File: config.mk
export PLATFORM = sky130hd
export DESIGN_NAME = fb_rect_fill_flat
export DESIGN_NICKNAME = d
export VERILOG_FILES = /design/src/rtl/fb_rect_fill_if.sv /design/src/rtl/fb_rect_fill.sv /design/src/flat_wrapper.sv
export SDC_FILE = /design/constraint.sdc
export NUM_CORES = 1
export LEC_CHECK = 0
export ABC_AREA = 0
export BUFFER_PORTS_ARGS = -buffer_cell sky130_fd_sc_hd__buf_2
export CAP_MARGIN = 20
export CORE_MARGIN = 5
export CORE_UTILIZATION = 53
export CTS_CLUSTER_SIZE = 24
export DETAILED_ROUTE_END_ITERATION = 8
export PLACE_DENSITY = 0.83
export SETUP_SLACK_MARGIN = 0.5
export SYNTH_ARGS = -nofsm -noshare
export SYNTH_HDL_FRONTEND = slang
export SYNTH_SLANG_ARGS = --single-unit
export TNS_END_PERCENT = 10
File: constraint.sdc
create_clock -name clk -period 3.05 [get_ports clk]
set_input_delay 0.4575 -clock clk [delete_from_list [all_inputs] [get_ports clk]]
set_output_delay 0.4575 -clock clk [all_outputs]
set_load 0.05 [all_outputs]
File: src/rtl/fb_rect_fill_if.sv
// fb_rect_fill_if: Avalon-MM write bus between the rectangle filler and the SDRAM side
interface fb_rect_fill_if;
  logic [31:0] avm_address;
  logic        avm_write;
  logic [15:0] avm_writedata;
  logic [1:0]  avm_byteenable;
  logic        avm_waitrequest;
  modport master(output avm_address, avm_write, avm_writedata, avm_byteenable, input avm_waitrequest);
  modport slave(input avm_address, avm_write, avm_writedata, avm_byteenable, output avm_waitrequest);
endinterface

File: src/rtl/fb_rect_fill.sv
// fb_rect_fill: Avalon-MM master filling a framebuffer rectangle with one RGB565 colour
module fb_rect_fill #(
  parameter logic [31:0] FB_BASE = 32'h0000_0000,
  parameter int          H_RES   = 320,
  parameter int          V_RES   = 240,
  parameter int          Y_SHIFT = 10
) (
  input  logic                clk,
  input  logic                reset,
  input  logic                start,
  input  logic [7:0]          color,
  input  logic [8:0]          x0,
  input  logic [7:0]          y0,
  input  logic [8:0]          x1,
  input  logic [7:0]          y1,
  fb_rect_fill_if.master      avm,
  output logic                busy,
  output logic                done,
  output logic                err,
  output logic [16:0]         pix_count
);
  localparam logic [1:0] IDLE  = 2'd0;
  localparam logic [1:0] WRITE = 2'd1;
  localparam logic [1:0] DONE  = 2'd2;
  localparam logic [8:0] X_MAX = 9'(H_RES - 1);
  localparam logic [7:0] Y_MAX = 8'(V_RES - 1);
  logic [1:0]  state_q, state_d;
  logic [8:0]  cur_x_q, cur_x_d, x0_q, x0_d, x1_q, x1_d;
  logic [7:0]  cur_y_q, cur_y_d, y1_q, y1_d;
  logic [15:0] pix_q, pix_d;
  logic [16:0] cnt_q, cnt_d;
  logic        err_q, err_d;
  logic [8:0]  cx0, cx1;
  logic [7:0]  cy0, cy1;
  logic [15:0] rgb565;
  // clamp the requested corners, expand the colour and advance the raster scan
  always_comb begin
    cx0 = x0 > X_MAX ? X_MAX : x0;
    cx1 = x1 > X_MAX ? X_MAX : x1;
    cy0 = y0 > Y_MAX ? Y_MAX : y0;
    cy1 = y1 > Y_MAX ? Y_MAX : y1;
    rgb565 = {color[7:5], color[7:6], color[4:2], color[4:2], color[1:0], color[1:0], color[1]};
    state_d = state_q;
    cur_x_d = cur_x_q;
    cur_y_d = cur_y_q;
    x0_d = x0_q;
    x1_d = x1_q;
    y1_d = y1_q;
    pix_d = pix_q;
    cnt_d = cnt_q;
    err_d = err_q;
    if (state_q == IDLE && start) begin
      if (cx0 > cx1 || cy0 > cy1) begin
        state_d = DONE;
        err_d = 1'b1;
      end else begin
        state_d = WRITE;
        err_d = 1'b0;
        x0_d = cx0;
        x1_d = cx1;
        y1_d = cy1;
        cur_x_d = cx0;
        cur_y_d = cy0;
        pix_d = rgb565;
        cnt_d = '0;
      end
    end else if (state_q == WRITE && !avm.avm_waitrequest) begin
      cnt_d = cnt_q + 17'd1;
      if (cur_x_q == x1_q && cur_y_q == y1_q) state_d = DONE;
      else if (cur_x_q == x1_q) begin
        cur_x_d = x0_q;
        cur_y_d = cur_y_q + 8'd1;
      end else cur_x_d = cur_x_q + 9'd1;
    end else if (state_q == DONE) state_d = IDLE;
  end
  // state registers; reset abandons any fill in progress at once
  always_ff @(posedge clk) begin
    if (reset) begin
      state_q <= IDLE;
      cur_x_q <= '0;
      cur_y_q <= '0;
      x0_q <= '0;
      x1_q <= '0;
      y1_q <= '0;
      pix_q <= '0;
      cnt_q <= '0;
      err_q <= 1'b0;
    end else begin
      state_q <= state_d;
      cur_x_q <= cur_x_d;
      cur_y_q <= cur_y_d;
      x0_q <= x0_d;
      x1_q <= x1_d;
      y1_q <= y1_d;
      pix_q <= pix_d;
      cnt_q <= cnt_d;
      err_q <= err_d;
    end
  end
  // bus and status outputs decode straight from the registered state
  always_comb begin
    avm.avm_write = state_q == WRITE;
    avm.avm_byteenable = {2{state_q == WRITE}};
    avm.avm_writedata = pix_q;
    avm.avm_address = FB_BASE + ({24'd0, cur_y_q} << Y_SHIFT) + ({23'd0, cur_x_q} << 1);
    busy = state_q == WRITE;
    done = state_q == DONE;
    err = state_q == DONE && err_q;
    pix_count = cnt_q;
  end
endmodule
File: src/flat_wrapper.sv
// flat-port wrapper written by rule: the top's interface ports become plain ports
module fb_rect_fill_flat 
#(
  parameter logic [31:0] FB_BASE = 32'h0000_0000,
  parameter int          H_RES   = 320,
  parameter int          V_RES   = 240,
  parameter int          Y_SHIFT = 10
)
  (clk, reset, start, color, x0, y0, x1, y1, busy, done, err, pix_count, avm_avm_address, avm_avm_write, avm_avm_writedata, avm_avm_byteenable, avm_avm_waitrequest);
  fb_rect_fill_if avm_i ();
  input  logic clk;
  input  logic reset;
  input  logic start;
  input  logic [7:0] color;
  input  logic [8:0] x0;
  input  logic [7:0] y0;
  input  logic [8:0] x1;
  input  logic [7:0] y1;
  output logic busy;
  output logic done;
  output logic err;
  output logic [16:0] pix_count;
  output wire logic [$bits(avm_i.avm_address)-1:0] avm_avm_address;
  output wire logic [$bits(avm_i.avm_write)-1:0] avm_avm_write;
  output wire logic [$bits(avm_i.avm_writedata)-1:0] avm_avm_writedata;
  output wire logic [$bits(avm_i.avm_byteenable)-1:0] avm_avm_byteenable;
  input wire logic [$bits(avm_i.avm_waitrequest)-1:0] avm_avm_waitrequest;
  assign avm_avm_address = avm_i.avm_address;
  assign avm_avm_write = avm_i.avm_write;
  assign avm_avm_writedata = avm_i.avm_writedata;
  assign avm_avm_byteenable = avm_i.avm_byteenable;
  assign avm_i.avm_waitrequest = avm_avm_waitrequest;
  fb_rect_fill #(.FB_BASE(FB_BASE), .H_RES(H_RES), .V_RES(V_RES), .Y_SHIFT(Y_SHIFT)) u_core (.clk(clk), .reset(reset), .start(start), .color(color), .x0(x0), .y0(y0), .x1(x1), .y1(y1), .avm(avm_i), .busy(busy), .done(done), .err(err), .pix_count(pix_count));
endmodule
Yosys cells after proc, flatten, opt, wreduce, memory -nomap -nowiden. Cells that the tools add are included.

Input bits: 46. Flip-flop bits (word level): 79. Logic and storage cells: 65.

Bitwise logic cells: 1. Multiplexer cells: 23. Equality and inequality tests: 7. Magnitude comparators: 6. Add/sub/neg operators: 4. Reductions and logical operators: 15.

Operator list (count): $mux 9 (7); $mux 8 (7); $mux 17 (3); $add 18x10->19 (1); $gt 9x9->1 const B (2); $add 17x1->17 const B (1); $gt 8x8->1 const B (2); $mux 2 (5); $add 9x1->9 const B (1); $eq 9x9->1 (1); $gt 9x9->1 (1); $add 8x1->8 const B (1); $eq 8x8->1 (1); $gt 8x8->1 (1); $reduce_and 2->1 (3); $logic_and 1x1->1 (4); $reduce_and 4->1 (1); $reduce_bool 2->1 (2); $ne 3x2->1 const B (1); $reduce_and 3->1 (1); $reduce_bool 3->1 (1); $eq 2x1->1 const B (1); $eq 2x2->1 const B (1); $logic_not 2->1 (1); 6 further kinds (6).

Longest topological paths before layout. Gate-level depths: netlist (run 1).

Depth in word-level cells: 6. Depth in mapped cells: 12. Depth with buffers taken out: 10.

Worst setup path before layout (run 1). OpenSTA, ideal clock, no wires.

Path type: input to register. Start point: input port y1[7]. End point: register u_core.pix_q[4], in the netlist u_core.avm.avm_writedata[4]. Arrival: 2.679 ns. Required time: 2.918 ns. Path slack: 0.239 ns. Stages: 12. Cell sequence: inv_1 > nor3_1 > nor2_1 > ha_1 > and4b_1 > a211oi_1 > o22ai_1 > or3_1 > clkbuf_1 > clkbuf_1 > nand2_1 > a21oi_1.

Cells in the longest elaborated chain, start to end: 6.

Ends and longest elaborated chain: start: declaration (line flat_wrapper.sv:18) `input logic [7:0] y1;`; $gt 8x8->1 (line fb_rect_fill.sv:41) `cy1 = y1 > Y_MAX ? Y_MAX : y1;`; $mux 8 * (line fb_rect_fill.sv:41); $gt 8x8->1 * (line fb_rect_fill.sv:53) `if (cx0 > cx1 || cy0 > cy1) begin`; $logic_or 1x1->1 * (line fb_rect_fill.sv:53); $not 1->1 (no source line) *; $reduce_and 2->1 (no source line) *; end signal: assignment (line fb_rect_fill.sv:95) `pix_q <= pix_d;`; end: declaration (line fb_rect_fill.sv:30) `logic [15:0] pix_q, pix_d;`.

Mark *: on every way between the ends. The rest lies on a longest branch, timed or not. A chain may end at the register's enable or synchronous reset.

Worst setup path after layout (run 1).
Start point: input port x0[7]. End point: register u_core.cnt_q[11], in the netlist u_core.pix_count[11].

Cells in the longest elaborated chain, start to end: 6.

Ends and longest elaborated chain: start: declaration (line flat_wrapper.sv:15) `input logic [8:0] x0;`; $gt 9x9->1 (line fb_rect_fill.sv:38) `cx0 = x0 > X_MAX ? X_MAX : x0;`; $mux 9 (line fb_rect_fill.sv:38); net u_core.cx0[2] (line fb_rect_fill.sv:33) `logic [8:0] cx0, cx1;`; $gt 9x9->1 (line fb_rect_fill.sv:53); $logic_or 1x1->1 (line fb_rect_fill.sv:53); $ne 2x2->1 (no source line); $reduce_and 2->1 (no source line); end signal: assignment (line fb_rect_fill.sv:96) `cnt_q <= cnt_d;`; end: declaration (line fb_rect_fill.sv:31) `logic [16:0] cnt_q, cnt_d;`.

The timed path passes the listed nets, and every way through them passes these cells.

==> results of run 1 <==
[final cells by class]
class | instances | share of cell area [%]
flip-flops and latches | 71 | 26.3
repair buffers | 137 | 15.6
clock inverters | 5 | 2.38
clock buffers | 11 | 2.61
well taps | 102 | 2.36
inverters | 13 | 0.972
multi-input cells | 430 | 49.7
[cells in the final DEF (no fill, tap or decap), types with 15 or more instances in the layout]
cell,netlist,final
a21oi_1,50,49
buf_2,7,101
buf_4,26,26
conb_1,1,15
dfxtp_1,71,71
ha_1,20,17
nand2_1,84,83
nand3_1,23,23
nor2_1,54,48
nor3_1,19,18
[power by group through the flow]
stage | Sequential (mW) | Clock (mW) | Combinational (mW)
after floorplan | 1.22 | 0 | 0.664
after global placement | 1.11 | 0 | 0.951
after detailed placement | 1.12 | 0 | 0.972
after CTS | 1.10 | 1.03 | 1.00
after global routing | 1.11 | 1.07 | 1.21
final | 1.10 | 1.03 | 1.13
[through the flow]
stage / instances / cell area (um^2) / power (mW)
3_5_place_dp: 729 / 4770 / 2.09
4_1_cts: 750 / 5090 / 3.13
6_report: 769 / 5410 / 3.26
2_1_floorplan: 575 / 4390 / 1.89
3_3_place_gp: 729 / 4770 / 2.07
5_1_grt: 769 / 5410 / 3.39
[cells by family after synthesis]
kind of cell | count (synthesis)
AND/OR/NAND/NOR | 231
AO/OA/AOI/OAI | 136
buffers and inverters | 76
flip-flops | 71
XOR/XNOR | 24
adder cells (fa/ha/maj) | 20
multiplexers | 2
other | 1
[registers in the layout, indices dropped and copies added (netlist names), 2 cells and up]
register                  cells
u_core.avm.avm_writedata      8
u_core.state_q                2
u_core.x1_q                   9
u_core.cur_x_q                9
u_core.x0_q                   9
u_core.cur_y_q                8
u_core.pix_count             17
u_core.y1_q                   8
[cells in the mapped netlist (5+ instances only)]
library cell	instances	area share, %
dfxtp_1	71	33
nor2_1	54	4.8
buf_2	7	0.82
a21oi_1	50	5.9
a311oi_1	5	1.0
xnor2_1	13	2.7
xor2_1	10	2.1
nand2_1	84	7.4
o21ai_0	10	1.2
nand4_1	10	1.5
nor2b_1	5	0.73
nor4_1	9	1.3
a211oi_1	13	2.3
o32ai_1	7	1.4
clkbuf_1	28	2.5
or3_1	6	0.88
nand2b_1	8	1.2
o31ai_1	5	0.88
buf_4	26	4.6
nand3_1	23	2.7
inv_1	13	1.1
nor3_1	19	2.2
a31oi_1	14	2.1
o211ai_1	9	1.6
ha_1	20	5.9
[worst min-delay path: stages]
cell and delay, ns:
buf_2 0.09, nand2_1 0.04, a21oi_1 0.05
[layer usage]
| layer | routed length, um | global-route usage (%) | vias to the layer above | part of all wire, % |
|---|---|---|---|---|
| li1 | - | - | 2163 | - |
| met1 | 5110 | 30.7 | 2082 | 39 |
| met2 | 6420 | 40.1 | 266 | 49 |
| met3 | 1200 | 3.86 | 37 | 9.2 |
| met4 | 271 | 10.2 | 0 | 2.1 |
| met5 | 0 | 0 | - | 0 |
[timing repair]
item,CTS,global route
gates resized for setup,4,32
gates cloned,1,4
hold buffers,0,0
endpoints found under the setup margin,43,67
setup buffers,4,15
pin swaps,1,15
[path summary, 6_finish.rpt]
path	startpoint	endpoint	slack [ns]
worst max-delay path	x0[7]	u_core.pix_count[11]	0.41
worst min-delay path	color[2]	u_core.avm.avm_writedata[8]	0.33
worst max register to register	u_core.cur_x_q[5]	u_core.cur_y_q[0]	0.69
worst min register to register	u_core.x0_q[6]	u_core.x0_q[6]	0.46
==> results.py, run 1 <==
metrics = {
    "floorplanning": {
        "core-area_um2": 7770,
        "die_h_um": 99.6,
        "ioPinCount": 117,
        "row_count": 32,
        "start_util_pct": 54.8,
        "die_w_um": 99.6,
        "dieArea_um2": 9930,
    },
    "power_and_ir_drop": {
        "combPwrFrac_pct": 34.5,
        "p_leak_nw": 2.31,
        "ir_drop_v": 0.000290,
        "switchingPower_mw": 1.20,
        "p_per_area_nw_per_um2": 603,
        "clkPwrFrac_pct": 31.7,
        "switching_share_pct": 36.9,
        "p_int_mw": 2.06,
        "p_seq_share_pct": 33.8,
    },
    "worst_setup_path": {
        "path_depth": 11,
        "cp-end-kind": "register",
        "slowest_stage": "or3_4",
        "cp-start-kind": "input pin",
        "path_cells": "buf_2, o21a_4, nor2_4, inv_2, ha_4, nand4_1, or3_4, o211a_4, or3_4, a31oi_1, a21oi_1",
        "r2r_cells": 6,
        "path_common_cell": "or3_4",
        "path_buf_inv": 2,
        "required_ns": 3.29,
        "critPathKind": "input pin to register",
        "crit_arrival_ns": 2.87,
        "crit_family": "simple AND/OR/NAND/NOR gates",
        "max_stage_delay_ns": 0.46,
        "crit_fanout": 6,
    },
    "sta": {
        "finalCriticalPeriod_ns": 2.64,
        "maxSlewViolCount": 0,
        "fin_skew_ns": 0.00732,
        "worst_slew_pin_slew_ns": 0.538,
        "hold-worst-slack_ns": 0.330,
        "finalHoldViolations": 0,
        "setup_viol": 0,
        "rsz0062_at_grt": "true",
        "slew_headroom_pct": 64.1,
        "fmax_ghz": 0.379,
        "fin_ws_ns": 0.413,
        "setup_tns_ns": 0,
        "finalCritPeriodShare_pct": 86.5,
    },
    "synthesis": {
        "yosysUniqueCellTypes": 51,
        "synth-edff-count": 0,
        "synth_seq_area_share_pct": 33.4,
        "yosys-mux-area-fraction_pct": 0.499,
        "yosys.area_share.simple_pct": 24.9,
        "netlist_area_um2": 4260,
        "synthFlopType": "dfxtp_1",
        "async_flop_share_pct": 0,
        "yosys_warnings": 0,
        "synth-xor-area-share_pct": 5.11,
        "syn_inst": 561,
        "synth_fa_ha_area_share_pct": 5.88,
        "synth.avg_cell_area_um2": 7.59,
        "ys_ff_latch": 71,
        "synth_top_family_by_area": "simple AND/OR/NAND/NOR gates",
        "synth_compound_area_share_pct": 20.8,
    },
    "grt": {
        "grt_pass1_vias": 4161,
        "grt_max_degree": 42,
        "grt_usage_pct": 24.0,
        "grt_pass1_wl_mm": 19.7,
        "grt-ovfl-total": 0,
        "antenna_found_initial": 0,
    },
    "run_status": {
        "status": "finished clean",
    },
    "detailed_routing": {
        "first_iter_violations": 365,
        "dr_total_vias": 4548,
        "wl_per_cell_um": 16.9,
        "dr.pass1.iters": 5,
        "avgViaCountPerCell": 5.91,
        "drt_wl_total_mm": 13.0,
        "drtAntennaViolNets": 0,
        "drc_errors": 0,
    },
    "layout": {
        "diodes": 0,
        "layout.nets": 728,
        "multi_input_area_um2": 2690,
        "regArea_um2": 1420,
        "drive_above_1_share_pct": 27.7,
        "fin_util_pct": 69.6,
        "area_growth_pct": 27.0,
        "fill_cells": 634,
    },
    "clock_network": {
        "cts-root-buf": "clkbuf_8",
        "cts_tree": "built",
        "cts_htree_levels": 3,
        "cts.sinks": 71,
        "cts_buffer_depth": 2,
        "clock_latency_ns": 0.36,
        "cts.reportedPaths.clkPinSlew_ns": 0.08,
        "cts_buffers": 9,
    },
    "placed_design": {
        "post-place-ws_ns": 0.0190,
        "io_buffer_count": 101,
        "hpwl_mm": 8.61,
        "routabilityCongestion": 0.885,
    },
    "job": {
        "drv_cap": 0,
    },
    "worst_hold_path": {
        "hold_depth": 3,
        "hold_path_class": "input pin to register",
    },
}
Power figures use the tool's default switching activity.
==> inputs of run 2 (changes only) <==
--- a/config.mk
+++ b/config.mk
@@ -9,10 +9,10 @@
 export BUFFER_PORTS_ARGS = -buffer_cell sky130_fd_sc_hd__buf_2
 export CAP_MARGIN = 20
 export CORE_MARGIN = 5
-export CORE_UTILIZATION = 53
+export CORE_UTILIZATION = 45
 export CTS_CLUSTER_SIZE = 24
 export DETAILED_ROUTE_END_ITERATION = 8
-export PLACE_DENSITY = 0.83
+export PLACE_DENSITY = 0.72
 export SETUP_SLACK_MARGIN = 0.5
 export SYNTH_ARGS = -nofsm -noshare
 export SYNTH_HDL_FRONTEND = slang
==> results.py, run 2 (synthesis results as in run 1) <==
metrics = {
    "placed_design": {
        "post-place-ws_ns": -0.0360,
        "io_buffer_count": 101,
        "hpwl_mm": 8.68,
        "routabilityCongestion": 0.906,
    },
    "grt": {
        "grt-ovfl-total": 0,
        "antenna_found_initial": 0,
        "grt_pass1_wl_mm": 19.5,
        "grt_pass1_vias": 4055,
        "grt_usage_pct": 20.7,
        "grt_max_degree": 38,
    },
    "sta": {
        "fin_skew_ns": 0.0105,
        "finalCritPeriodShare_pct": 86.1,
        "rsz0062_at_grt": "true",
        "hold-worst-slack_ns": 0.339,
        "finalCriticalPeriod_ns": 2.63,
        "fmax_ghz": 0.381,
        "slew_headroom_pct": 49.1,
        "fin_ws_ns": 0.423,
        "finalHoldViolations": 0,
        "setup_viol": 0,
        "maxSlewViolCount": 0,
        "worst_slew_pin_slew_ns": 0.764,
    },
    "detailed_routing": {
        "drc_errors": 0,
        "first_iter_violations": 307,
        "dr_total_vias": 4472,
        "wl_per_cell_um": 16.3,
        "dr.pass1.iters": 5,
        "drt_wl_total_mm": 13.0,
        "avgViaCountPerCell": 5.58,
        "drtAntennaViolNets": 0,
    },
    "clock_network": {
        "clock_latency_ns": 0.35,
        "cts.reportedPaths.clkPinSlew_ns": 0.08,
        "cts_htree_levels": 3,
        "cts.hold.buffers_added": 0,
        "cts_tree": "built",
        "cts-root-buf": "clkbuf_8",
        "cts_buffer_depth": 2,
        "cts.sinks": 71,
        "cts_buffers": 9,
    },
    "job": {
        "drv_cap": 0,
    },
    "layout": {
        "area_growth_pct": 32.7,
        "layout_commonest_cell": "buf_2",
        "layout_common_cells": "buf_2, nand2_1, dfxtp_1, a21oi_1, nor2_1",
        "drive_above_1_share_pct": 30.0,
        "diodes": 0,
        "largest_reg_flops": 17,
        "layout.nets": 735,
    },
    "power_and_ir_drop": {
        "p_per_area_nw_per_um2": 570,
        "p_seq_share_pct": 34.1,
        "p_int_mw": 2.04,
        "combPwrFrac_pct": 36.7,
        "p_leak_nw": 2.38,
        "switching_share_pct": 36.6,
        "ir_drop_v": 0.000229,
        "switchingPower_mw": 1.18,
        "clkPwrFrac_pct": 29.2,
    },
    "worst_setup_path": {
        "cp-end-kind": "register",
        "crit_fanout": 8,
        "required_ns": 3.32,
        "cp-start-kind": "input pin",
        "reg2reg_slack_ns": 0.69,
        "crit_arrival_ns": 2.90,
        "critPathKind": "input pin to register",
    },
    "floorplanning": {
        "start_util_pct": 46.1,
        "die_h_um": 107,
        "die_w_um": 107,
        "core-area_um2": 9240,
        "row_count": 35,
        "dieArea_um2": 11500,
        "ioPinCount": 117,
    },
    "run_status": {
        "status": "finished clean",
    },
    "worst_hold_path": {
        "hold_path_class": "input pin to register",
    },
}
run 2: final cells by class:
class	instances	area, um^2
repair buffers	146	1040
flip-flops and latches	71	1420
inverters	13	52.6
multi-input cells	428	2730
clock buffers	12	155
fillers	797	3590
well taps	129	161
clock inverters	3	90.1
run 2: stage by stage:
step	std cells	setup TNS (ns)	power, mW	cell area [um^2]	util [%]
3_3_place_gp	757	0	2.08	4820	52.2
5_1_grt	802	0	3.38	5650	61.2
6_report	802	0	3.22	5650	61.2
2_1_floorplan	575	0	1.89	4390	-
3_5_place_dp	757	-0.0360	2.10	4820	52.2
4_1_cts	786	0	3.09	5290	57.2
run 2: worst paths after layout:
kind	cells after the start	endpoint	from
setup reg to reg	6	u_core.cur_y_q[0]	u_core.cur_x_q[2]
hold reg to reg	2	u_core.x0_q[6]	u_core.x0_q[6]
hold / removal	3	u_core.avm.avm_writedata[4]	color[1]
setup / recovery	14	u_core.cur_x_q[8]	y1[5]
run 2: worst max-delay path: stages:
cell	delay (ns)
buf_6	0.09
nand2_4	0.05
nor3_4	0.30
nor2_2	0.09
ha_1	0.33
and4b_1	0.19
a211oi_2	0.22
o22ai_2	0.14
buf_6	0.15
nor3_4	0.26
buf_6	0.19
clkbuf_16	0.16
o31ai_1	0.07
a31oi_1	0.19
run 2: routing by layer:
metal / share of wire, % / GRT usage (%) / vias up / wire length [um]
li1: - / - / 2175 / -
met1: 42 / 26.4 / 2115 / 5510
met2: 49 / 34.3 / 166 / 6430
met3: 6.8 / 4.68 / 16 / 893
met4: 1.5 / 7.21 / 0 / 198
met5: 0 / 0 / - / 0
run 2: power groups by stage:
stage | logic (mW) | registers, mW | clock network, mW
global route | 1.27 | 1.11 | 0.994
finish | 1.18 | 1.10 | 0.942
CTS | 1.06 | 1.09 | 0.944
detailed placement | 0.988 | 1.12 | 0
global placement | 0.969 | 1.11 | 0
floorplan | 0.664 | 1.22 | 0
run 2: what timing repair did:
item,in CTS,in global routing
gates resized for setup,31,38
endpoints found under the setup margin,62,68
setup buffers,14,11
pin swaps,10,19
gates cloned,0,5
==> inputs of run 3 (changes only) <==
--- a/config.mk
+++ b/config.mk
@@ -8,8 +8,9 @@
 export ABC_AREA = 0
 export BUFFER_PORTS_ARGS = -buffer_cell sky130_fd_sc_hd__buf_2
 export CAP_MARGIN = 20
-export CORE_MARGIN = 5
+export CORE_MARGIN = 2
 export CORE_UTILIZATION = 45
+export CTS_BUF_LIST = sky130_fd_sc_hd__clkbuf_2 sky130_fd_sc_hd__clkbuf_4 sky130_fd_sc_hd__clkbuf_8
 export CTS_CLUSTER_SIZE = 24
 export DETAILED_ROUTE_END_ITERATION = 8
 export PLACE_DENSITY = 0.72
==> results.py, run 3 (synthesis results as in run 1) <==
metrics = {
    "detailed_routing": {
        "drt_wl_total_mm": 12.6,
        "wl_per_cell_um": 16.2,
        "avgViaCountPerCell": 5.80,
        "drc_errors": 0,
        "drtAntennaViolNets": 0,
        "dr_total_vias": 4503,
        "dr.pass1.iters": 5,
        "first_iter_violations": 288,
    },
    "clock_network": {
        "cts-root-buf": "clkbuf_8",
        "cts_htree_levels": 3,
        "cts_buffers": 9,
        "cts_buffer_depth": 2,
        "cts.sinks": 71,
        "cts.reportedPaths.clkPinSlew_ns": 0.08,
        "cts.hold.buffers_added": 0,
        "clock_latency_ns": 0.36,
        "cts_tree": "built",
    },
    "worst_setup_path": {
        "cp-end-kind": "register",
        "startpoint": "x0[6]",
        "reg2reg_from": "u_core.cur_x_q[6]",
        "crit_arrival_ns": 2.91,
        "reg2reg_to": "u_core.cur_y_q[2]",
        "critPathKind": "input pin to register",
        "cp-start-kind": "input pin",
        "reg2reg_slack_ns": 0.60,
        "required_ns": 3.31,
        "r2r_cells": 7,
        "crit_fanout": 6,
    },
    "power_and_ir_drop": {
        "p_leak_nw": 2.30,
        "power.total_mw": 3.12,
        "p_per_area_nw_per_um2": 570,
        "ir_drop_v": 0.000293,
    },
    "grt": {
        "antenna_found_initial": 0,
        "grt_usage_pct": 22.2,
        "grt_max_degree": 45,
        "grt-ovfl-total": 0,
        "grt_pass1_wl_mm": 18.5,
        "grt_pass1_vias": 3883,
    },
    "sta": {
        "hold-worst-slack_ns": 0.330,
        "maxSlewViolCount": 0,
        "finalCritPeriodShare_pct": 86.7,
        "setup_viol": 0,
        "fin_skew_ns": 0.0109,
        "worst_slew_pin_slew_ns": 0.695,
        "finalCriticalPeriod_ns": 2.64,
        "slew_headroom_pct": 53.5,
        "setup_tns_ns": 0,
        "finalHoldViolations": 0,
        "fmax_ghz": 0.378,
        "rsz0062_at_grt": "true",
    },
    "layout": {
        "layout_common_cells": "buf_2, nand2_1, dfxtp_1, a21oi_1, nor2_1",
        "drive_above_1_share_pct": 28.8,
        "layout_commonest_cell": "buf_2",
        "largest_reg_flops": 17,
        "fin_util_pct": 59.6,
        "layout.nets": 727,
        "area_growth_pct": 28.6,
        "diodes": 0,
    },
    "floorplanning": {
        "start_util_pct": 46.3,
        "die_w_um": 101,
        "dieArea_um2": 10300,
        "ioPinCount": 117,
        "row_count": 35,
        "core-area_um2": 9200,
        "die_h_um": 101,
    },
    "worst_hold_path": {
        "min_from": "color[3]",
        "hold_depth": 3,
        "holdPathEnd": "u_core.avm.avm_writedata[9]",
        "hold_path_class": "input pin to register",
    },
    "job": {
        "drv_cap": 0,
    },
    "placed_design": {
        "routabilityCongestion": 0.872,
        "io_buffer_count": 101,
        "hpwl_mm": 8.37,
    },
    "run_status": {
        "status": "finished clean",
    },
}
==> run 3: cell count changes in the layout (fill, tap and decap cells not counted), sizes merged, moves of 2 or more <==
cell	delta
buf	-7
or3	+2
clkinvlp	+2
clkbuf	-5
==> run 3: worst max-delay path by stage <==
stage / end / slack (ns) / cells after the start
after global placement: u_core.cur_x_q[2] / 0.06 / 11
after CTS: u_core.pix_count[13] / 0.40 / 13
after floorplan: u_core.x0_q[5] / 0.37 / 12
after detailed placement: u_core.pix_count[13] / -0.02 / 13
final: u_core.x0_q[2] / 0.41 / 15
after global routing: u_core.x0_q[2] / 0.31 / 15
==> run 3: through the flow <==
stage                     area, um^2  setup WS (ns)  instances
final                           5480          0.406        777
after global routing            5480          0.307        777
after CTS                       5010          0.400        754
after detailed placement        4770        -0.0158        737
after global placement          4770         0.0624        737
after floorplan                 4390          0.370        575
==> run 3: cell type report <==
cell class | count | area, um^2
inverter | 13 | 55.1
tap | 111 | 139
sequential | 71 | 1420
multi-input combinational | 430 | 2720
clock inverter | 6 | 92.6
clock buffer | 10 | 138
timing repair buffer | 136 | 910
fill | 831 | 3720
==> run 3: power by group <==
| group | switching [mW] | leakage [nW] | internal, mW |
|---|---|---|---|
| clock | 0.389 | 0.109 | 0.487 |
| combinational | 0.725 | 1.61 | 0.418 |
| sequential | 0.0967 | 0.578 | 1.01 |
| total | 1.21 | 2.30 | 1.91 |
==> run 3: critical path: stages <==
cell and delay, ns:
buf_2 0.12, o21a_4 0.25, nor2_4 0.10, inv_1 0.08, ha_4 0.27, nand4_1 0.09, or3_1 0.39, o211a_4 0.18
buf_4 0.15, nor3_4 0.13, buf_6 0.17, buf_6 0.12, clkbuf_16 0.14, nor2_1 0.04, a211oi_1 0.20
==> run 3: timing repair <==
action | in CTS | in global routing
endpoints found under the setup margin | 57 | 68
pin swaps | 0 | 22
buffers inserted | 0 | 19
cloned | 1 | 4
resized for setup | 1 | 70
==> run 3: per-layer routing <==
| metal | vias to the layer above | routed length (um) | track usage (%) |
|---|---|---|---|
| met3 | 26 | 943 | 4.35 |
| met2 | 209 | 5960 | 36.5 |
| met1 | 2100 | 5450 | 29.6 |
| met5 | - | 0 | 0 |
| met4 | 0 | 259 | 6.65 |
| li1 | 2168 | - | - |
